[config.mk]
export PLATFORM = sky130hd
export DESIGN_NAME = seg7_scan_reader
export DESIGN_NICKNAME = d
export VERILOG_FILES = /design/src/rtl/seg7_pkg.sv /design/src/rtl/seg7_pattern_decode.sv /design/src/rtl/seg7_scan_reader.sv
export SDC_FILE = /design/constraint.sdc
export NUM_CORES = 1
export LEC_CHECK = 0
export CAP_MARGIN = 20
export CORE_ASPECT_RATIO = 0.6
export CORE_MARGIN = 4
export CORE_UTILIZATION = 40
export DETAILED_ROUTE_END_ITERATION = 10
export SYNTH_ARGS = -nofsm -noshare
export SYNTH_HDL_FRONTEND = slang
export SYNTH_SLANG_ARGS = --single-unit
[constraint.sdc]
create_clock -name clk -period 8.7 [get_ports clk]
set_clock_uncertainty 0.15 [all_clocks]
set_input_delay 1.74 -clock clk [delete_from_list [all_inputs] [get_ports clk]]
set_output_delay 1.74 -clock clk [all_outputs]
set_load 0.03 [all_outputs]
[src/rtl/seg7_pkg.sv]
// Shared 7-segment definitions: active-low segment codes (bit0=a .. bit6=g),
// capture/frame state types and the pattern-to-nibble decode function.
package seg7_pkg;

  typedef logic [6:0] seg7_pat_t;

  localparam seg7_pat_t SEG7_PAT_0     = 7'b1000000;
  localparam seg7_pat_t SEG7_PAT_1     = 7'b1111001;
  localparam seg7_pat_t SEG7_PAT_2     = 7'b0100100;
  localparam seg7_pat_t SEG7_PAT_3     = 7'b0110000;
  localparam seg7_pat_t SEG7_PAT_4     = 7'b0011001;
  localparam seg7_pat_t SEG7_PAT_5     = 7'b0010010;
  localparam seg7_pat_t SEG7_PAT_6     = 7'b0000010;
  localparam seg7_pat_t SEG7_PAT_7     = 7'b1111000;
  localparam seg7_pat_t SEG7_PAT_8     = 7'b0000000;
  localparam seg7_pat_t SEG7_PAT_9     = 7'b0010000;
  localparam seg7_pat_t SEG7_PAT_A     = 7'b0001000;
  localparam seg7_pat_t SEG7_PAT_B     = 7'b0000011;
  localparam seg7_pat_t SEG7_PAT_C     = 7'b1000110;
  localparam seg7_pat_t SEG7_PAT_D     = 7'b0100001;
  localparam seg7_pat_t SEG7_PAT_E     = 7'b0000110;
  localparam seg7_pat_t SEG7_PAT_F     = 7'b0001110;
  localparam seg7_pat_t SEG7_PAT_BLANK = 7'b1111111;

  typedef enum logic {CAP_WAIT, CAP_HOLD} cap_state_t;
  typedef enum logic {FR_COLLECT, FR_PRESENT} fr_state_t;

  typedef struct packed {
    logic       legal;
    logic       blank;
    logic [3:0] nibble;
  } seg7_dec_t;

  // Inverse of the driver table; blank is legal with a zero nibble.
  function automatic seg7_dec_t seg7_decode(input seg7_pat_t pat);
    seg7_dec_t r;
    r.legal  = 1'b1;
    r.blank  = 1'b0;
    r.nibble = 4'h0;
    case (pat)
      SEG7_PAT_0:     r.nibble = 4'h0;
      SEG7_PAT_1:     r.nibble = 4'h1;
      SEG7_PAT_2:     r.nibble = 4'h2;
      SEG7_PAT_3:     r.nibble = 4'h3;
      SEG7_PAT_4:     r.nibble = 4'h4;
      SEG7_PAT_5:     r.nibble = 4'h5;
      SEG7_PAT_6:     r.nibble = 4'h6;
      SEG7_PAT_7:     r.nibble = 4'h7;
      SEG7_PAT_8:     r.nibble = 4'h8;
      SEG7_PAT_9:     r.nibble = 4'h9;
      SEG7_PAT_A:     r.nibble = 4'hA;
      SEG7_PAT_B:     r.nibble = 4'hB;
      SEG7_PAT_C:     r.nibble = 4'hC;
      SEG7_PAT_D:     r.nibble = 4'hD;
      SEG7_PAT_E:     r.nibble = 4'hE;
      SEG7_PAT_F:     r.nibble = 4'hF;
      SEG7_PAT_BLANK: r.blank  = 1'b1;
      default:        r.legal  = 1'b0;
    endcase
    return r;
  endfunction

endpackage

[src/rtl/seg7_pattern_decode.sv]
// Combinational 7-segment pattern decoder (wrapper around seg7_decode).
module seg7_pattern_decode
  import seg7_pkg::*;
(
  input  seg7_pat_t  pat,
  output logic       legal,
  output logic       blank,
  output logic [3:0] nibble
);

  seg7_dec_t dec;

  // Decode the active-low segment pattern into legal/blank/nibble.
  always_comb begin
    dec    = seg7_decode(pat);
    legal  = dec.legal;
    blank  = dec.blank;
    nibble = dec.nibble;
  end

endmodule

[src/rtl/seg7_scan_reader.sv]
// Multiplexed 7-segment bus reader: waits for each digit pattern to hold
// stable, decodes it, and presents complete frames on valid/ready.
// Optional SEG7_INPUT_SYNC_EN adds a 2-flop synchronizer on seg_n/dig_sel_n.
//
// state      | meaning
// CAP_WAIT   | counting consecutive identical eligible samples
// CAP_HOLD   | pattern captured; waiting for the sample to change
// FR_COLLECT | gathering captures until every digit has one
// FR_PRESENT | frame on outputs, frozen until accepted
module seg7_scan_reader
  import seg7_pkg::*;
#(
  parameter int NUM_DIGITS    = 4,
  parameter int STABLE_CYCLES = 8
) (
  input  logic                    clk,
  input  logic                    reset,
  input  logic [6:0]              seg_n,
  input  logic [NUM_DIGITS-1:0]   dig_sel_n,
  output logic [4*NUM_DIGITS-1:0] frame_data,
  output logic [NUM_DIGITS-1:0]   frame_blank,
  output logic                    frame_valid,
  input  logic                    frame_ready,
  output logic                    err_pattern
);

  localparam int CNT_W = $clog2(STABLE_CYCLES + 1);
  localparam int SW    = NUM_DIGITS + 7;

  logic [6:0]            seg_s;
  logic [NUM_DIGITS-1:0] dig_s;

`ifdef SEG7_INPUT_SYNC_EN
  logic [6:0]            seg_meta_q, seg_sync_q;
  logic [NUM_DIGITS-1:0] dig_meta_q, dig_sync_q;

  // Two-flop synchronizer; idles at all ones (nothing lit, no digit enabled).
  always_ff @(posedge clk) begin
    if (reset) begin
      seg_meta_q <= '1;
      seg_sync_q <= '1;
      dig_meta_q <= '1;
      dig_sync_q <= '1;
    end else begin
      seg_meta_q <= seg_n;
      seg_sync_q <= seg_meta_q;
      dig_meta_q <= dig_sel_n;
      dig_sync_q <= dig_meta_q;
    end
  end

  assign seg_s = seg_sync_q;
  assign dig_s = dig_sync_q;
`else
  assign seg_s = seg_n;
  assign dig_s = dig_sel_n;
`endif

  logic [SW-1:0]           sample;
  logic                    eligible;
  logic                    dec_legal, dec_blank;
  logic [3:0]              dec_nibble;

  cap_state_t              cap_state_q, cap_state_d;
  fr_state_t               fr_state_q, fr_state_d;
  logic [CNT_W-1:0]        cnt_q, cnt_d;
  logic [SW-1:0]           prev_q, prev_d;
  logic [NUM_DIGITS-1:0]   mask_q, mask_d;
  logic [4*NUM_DIGITS-1:0] live_data_q, live_data_d;
  logic [NUM_DIGITS-1:0]   live_blank_q, live_blank_d;
  logic [4*NUM_DIGITS-1:0] frame_data_q, frame_data_d;
  logic [NUM_DIGITS-1:0]   frame_blank_q, frame_blank_d;
  logic                    frame_valid_q, frame_valid_d;
  logic                    err_q, err_d;
  logic                    capture;
  logic [NUM_DIGITS-1:0]   cap_bits;
  logic [NUM_DIGITS-1:0]   mask_next;

  assign sample   = {dig_s, seg_s};
  assign eligible = $onehot(~dig_s);

  seg7_pattern_decode u_decode (
    .pat    (seg_s),
    .legal  (dec_legal),
    .blank  (dec_blank),
    .nibble (dec_nibble)
  );

  // Next-state logic for capture FSM, live registers and frame FSM.
  always_comb begin
    cap_state_d   = cap_state_q;
    fr_state_d    = fr_state_q;
    cnt_d         = cnt_q;
    prev_d        = sample;
    mask_d        = mask_q;
    live_data_d   = live_data_q;
    live_blank_d  = live_blank_q;
    frame_data_d  = frame_data_q;
    frame_blank_d = frame_blank_q;
    frame_valid_d = frame_valid_q;
    capture       = 1'b0;

    case (cap_state_q)
      CAP_WAIT: begin
        if (!eligible) begin
          cnt_d = '0;
        end else if (sample == prev_q) begin
          cnt_d = cnt_q + 1'b1;
          if (cnt_d == CNT_W'(STABLE_CYCLES)) begin
            capture     = 1'b1;
            cap_state_d = CAP_HOLD;
          end
        end else begin
          cnt_d = CNT_W'(1);
        end
      end
      default: begin
        if (!eligible) begin
          cnt_d       = '0;
          cap_state_d = CAP_WAIT;
        end else if (sample != prev_q) begin
          cnt_d       = CNT_W'(1);
          cap_state_d = CAP_WAIT;
        end
      end
    endcase

    err_d    = capture & ~dec_legal;
    cap_bits = (capture & dec_legal) ? ~dig_s : '0;

    for (int i = 0; i < NUM_DIGITS; i++) begin
      if (cap_bits[i]) begin
        live_data_d[4*i +: 4] = dec_blank ? 4'h0 : dec_nibble;
        live_blank_d[i]       = dec_blank;
      end
    end

    mask_next = mask_q | cap_bits;

    case (fr_state_q)
      FR_COLLECT: begin
        if (&mask_next) begin
          frame_data_d  = live_data_d;
          frame_blank_d = live_blank_d;
          frame_valid_d = 1'b1;
          fr_state_d    = FR_PRESENT;
          // A capture landing when the mask was already full starts the next frame.
          mask_d        = (&mask_q) ? cap_bits : '0;
        end else begin
          mask_d = mask_next;
        end
      end
      default: begin
        mask_d = mask_next;
        if (frame_ready) begin
          frame_valid_d = 1'b0;
          fr_state_d    = FR_COLLECT;
        end
      end
    endcase
  end

  // State and output registers.
  always_ff @(posedge clk) begin
    if (reset) begin
      cap_state_q   <= CAP_WAIT;
      fr_state_q    <= FR_COLLECT;
      cnt_q         <= '0;
      prev_q        <= '1;
      mask_q        <= '0;
      live_data_q   <= '0;
      live_blank_q  <= '0;
      frame_data_q  <= '0;
      frame_blank_q <= '0;
      frame_valid_q <= 1'b0;
      err_q         <= 1'b0;
    end else begin
      cap_state_q   <= cap_state_d;
      fr_state_q    <= fr_state_d;
      cnt_q         <= cnt_d;
      prev_q        <= prev_d;
      mask_q        <= mask_d;
      live_data_q   <= live_data_d;
      live_blank_q  <= live_blank_d;
      frame_data_q  <= frame_data_d;
      frame_blank_q <= frame_blank_d;
      frame_valid_q <= frame_valid_d;
      err_q         <= err_d;
    end
  end

  assign frame_data  = frame_data_q;
  assign frame_blank = frame_blank_q;
  assign frame_valid = frame_valid_q;
  assign err_pattern = err_q;

endmodule
==> reports/results.ini <==
[setup_path]
rrSetupSlack_ns=4.77
cpMostUsedCell=ha_1
cp.arrival_ns=5.84
path_max_fanout=19
required_ns=8.76
critPathSlowestCell=or4_1
crit_path_start_kind=input port
max_stage_delay_ns=0.66
cp_cell_sequence=clkdlybuf4s50_1 -> fa_1 -> inv_1 -> ha_1 -> ha_1 -> nor2_1 -> nand4_1 -> or4_1 -> a22o_1 -> nor4_4 -> buf_4 -> mux2_2
crit_family=simple AND/OR/NAND/NOR gates
critPathKind=input port to register
worstSetupEndpointType=register
r2r_start=cnt_q[0]
worst-path-buf-inv=3
reg2reg_depth=8
cp-startpoint=dig_sel_n[0]
r2r-end=frame_data[2]

[routing]
initialDrtViolationCount=171
vias=2057
drc=0
firstDrtPassIters=4
wl_um=5927
viasPerCell=4.945
detail-route-antenna-nets=0
wl_per_cell_um=14.25

[clocking]
cts_setup_buffers=0
path_clk_slew_ns=0.05
insertion_delay_ns=0.33
cts_buffers=9
h-tree-depth=3
cts-hold-fix-buffers=0
ctsLongestPathBuffers=2
cts_tree=yes
cts.repair.resized=0
cts_root_buf=clkbuf_16
cts_sinks=63

[grt]
grt_max_degree=61
grt_pass1_wl_um=9949
grt.overflow.total=0
grt.total_usage_pct=14.63
grt_antenna_before_repair=0
grt_pass1_vias=1934

[sta]
slew_headroom_pct=33.16
min_period_over_period_pct=66.40
setup_violations=0
rsz0062_at_grt=false
worst_hold_slack_ns=0.3700
fin_crit_ns=5.777
fmax_mhz=173.1
finalHoldViolCount=0
setup_ws_ns=2.923
final.setup.tns_ns=0
worst_pin_slew_ns=1.003
finalMaxSlewViolations=0

[floorplanning]
die_x_um=119.0
dieArea_mm2=0.008876
ioPinCount=36
die_y_um=74.60
fp.coreArea_mm2=0.006907
rows=23
start_util_pct=42.81

[layout]
fin_cells=416
syn_to_final_growth_pct=22.89
layout.nets=343
antenna_cells=0
fin_util_pct=52.61
fin_area_mm2=0.003633
drive_above_1_share_pct=17.33

[synthesis]
synth_xor_area_share_pct=4.147
netlist_area_mm2=0.002957
synth_warnings=0
synth_edf_count=0
synth_top_family_by_area=simple AND/OR/NAND/NOR gates
synthArstFlopShare_pct=0
ys_seq_elements=63
avgSynthCellArea_um2=9.955
syn_inst=297
synth_adder_area_share_pct=2.370
synth_ff_type=dfxtp_1
seq_area_frac_synth_pct=42.66
synthMuxAreaShare_pct=15.87
yosys.area_share.simple_pct=21.58
ys_types=46
synth_compound_area_share_pct=8.379
synth_nets=316

[power_and_ir_drop]
irDropWorstVdd_mv=0.08994
leakagePower_nw=1.498
p_total_uw=720.5
p_per_area_mw_per_mm2=198.3

[hold_path]
hold_depth=2
hold_path_class=register to register
hold_start=live_data_q[4]
whs_endpoint=live_data_q[4]

[place]
io_buffers=35
preCtsSetupSlack_ns=2.528
dp_hpwl_um=4021
dp_cells=400
gp_congestion=0.7427
dpl-instance-area_mm2=0.003308

[status]
status=finished, final reports clean

[job]
maxCapViolations=0

## routing by layer
layer / global-route usage [%] / wire length [µm] / up-vias
met5: 0 / 0 / -
met4: 5.392 / 85 / 0
met3: 5.699 / 277 / 11
met2: 18.76 / 2259 / 36
met1: 21.69 / 3305 / 931
li1: - / - / 1079
## layout by cell type (no fill, tap or decap), types with 4 or more instances in the layout
cell type	instances
inv_1	10
mux2i_1	21
xor2_1	8
or4_1	4
a21oi_1	5
mux2_1	5
ha_1	4
nand3_1	4
mux2_2	6
o22ai_1	5
nand2_1	7
clkdlybuf4s50_1	34
mux2_4	9
nor2b_1	26
nor2_1	32
o21ai_0	6
dfxtp_1	63
nand4_1	5
or2_2	17
clkbuf_16	9
xnor2_1	6
## flip-flops by register name, summed over array words and instances, names as in the netlist
register / cells
cap_state_q: 1
err_pattern: 1
frame_valid: 1
prev_q: 11
live_blank_q: 4
mask_q: 4
fr_state_q: 1
cnt_q: 4
frame_blank: 4
frame_data: 16
live_data_q: 16
## area by class of cell
class                           count  area [µm²]
Sequential cell                    63        1261
Inverter                           10       37.54
Multi-Input combinational cell    204        1548
Tap cell                           87       108.9
Timing Repair Buffer               36       352.8
Fill cell                         609        3273
Clock inverter                      3       65.06
Clock buffer                       13       260.3
## logic make-up (layout without fill, tap and decap cells)
kind of cell	count (synthesis)	in the layout
fa+ha+maj	5	5
xor+xnor	14	14
mux	41	41
compound gates	35	35
buf+inv	30	62
flops	63	63
simple gates	109	109
## cell usage after synthesis (2+ instances only)
library cell / n / area, µm²
dfxtp_1: 63 / 1261
nor2_1: 32 / 120.1
nor2b_1: 26 / 162.7
mux2i_1: 21 / 210.2
or2_2: 17 / 106.4
inv_1: 10 / 37.54
mux2_4: 9 / 135.1
clkbuf_1: 8 / 30.03
xor2_1: 8 / 70.07
buf_2: 7 / 35.03
nand2_1: 7 / 26.28
mux2_2: 6 / 67.56
o21ai_0: 6 / 30.03
xnor2_1: 6 / 52.55
a21oi_1: 5 / 25.02
mux2_1: 5 / 56.30
nand4_1: 5 / 31.28
o22ai_1: 5 / 31.28
ha_1: 4 / 50.05
nand3_1: 4 / 20.02
or4_1: 4 / 30.03
buf_4: 3 / 22.52
a211o_1: 2 / 17.52
a211oi_1: 2 / 15.01
a21o_1: 2 / 15.01
a2bb2oi_1: 2 / 17.52
a32oi_1: 2 / 17.52
buf_6: 2 / 22.52
nand3b_1: 2 / 15.01
nor3_1: 2 / 10.01
nor4_1: 2 / 12.51
nor4_2: 2 / 25.02
nor4b_2: 2 / 30.03
o21ba_2: 2 / 20.02
## power by group
part	switching, mW	internal [mW]
logic	0.0218	0.0160
registers	0.00183	0.292
clock network	0.123	0.266
## worst reg2reg max path, stage by stage (launching register included)
cell and delay, ns:
dfxtp_1 0.41, ha_1 0.23, or3b_1 0.37, a211o_1 0.37, or4_1 0.70, a22o_1 0.35, nor4_4 0.47, buf_4 0.40
mux2_2 0.38
## worst max path at each step
stage	endpoint	cells after the start	slack, ns
after global routing	frame_blank[0]	12	2.62
final	frame_data[2]	12	2.92
after global placement	frame_data[2]	12	2.63
after detailed placement	frame_data[2]	12	2.53
after CTS	frame_data[2]	12	2.89
after floorplan	frame_data[11]	12	3.63
Note: power is estimated with default switching activity, not from simulation.
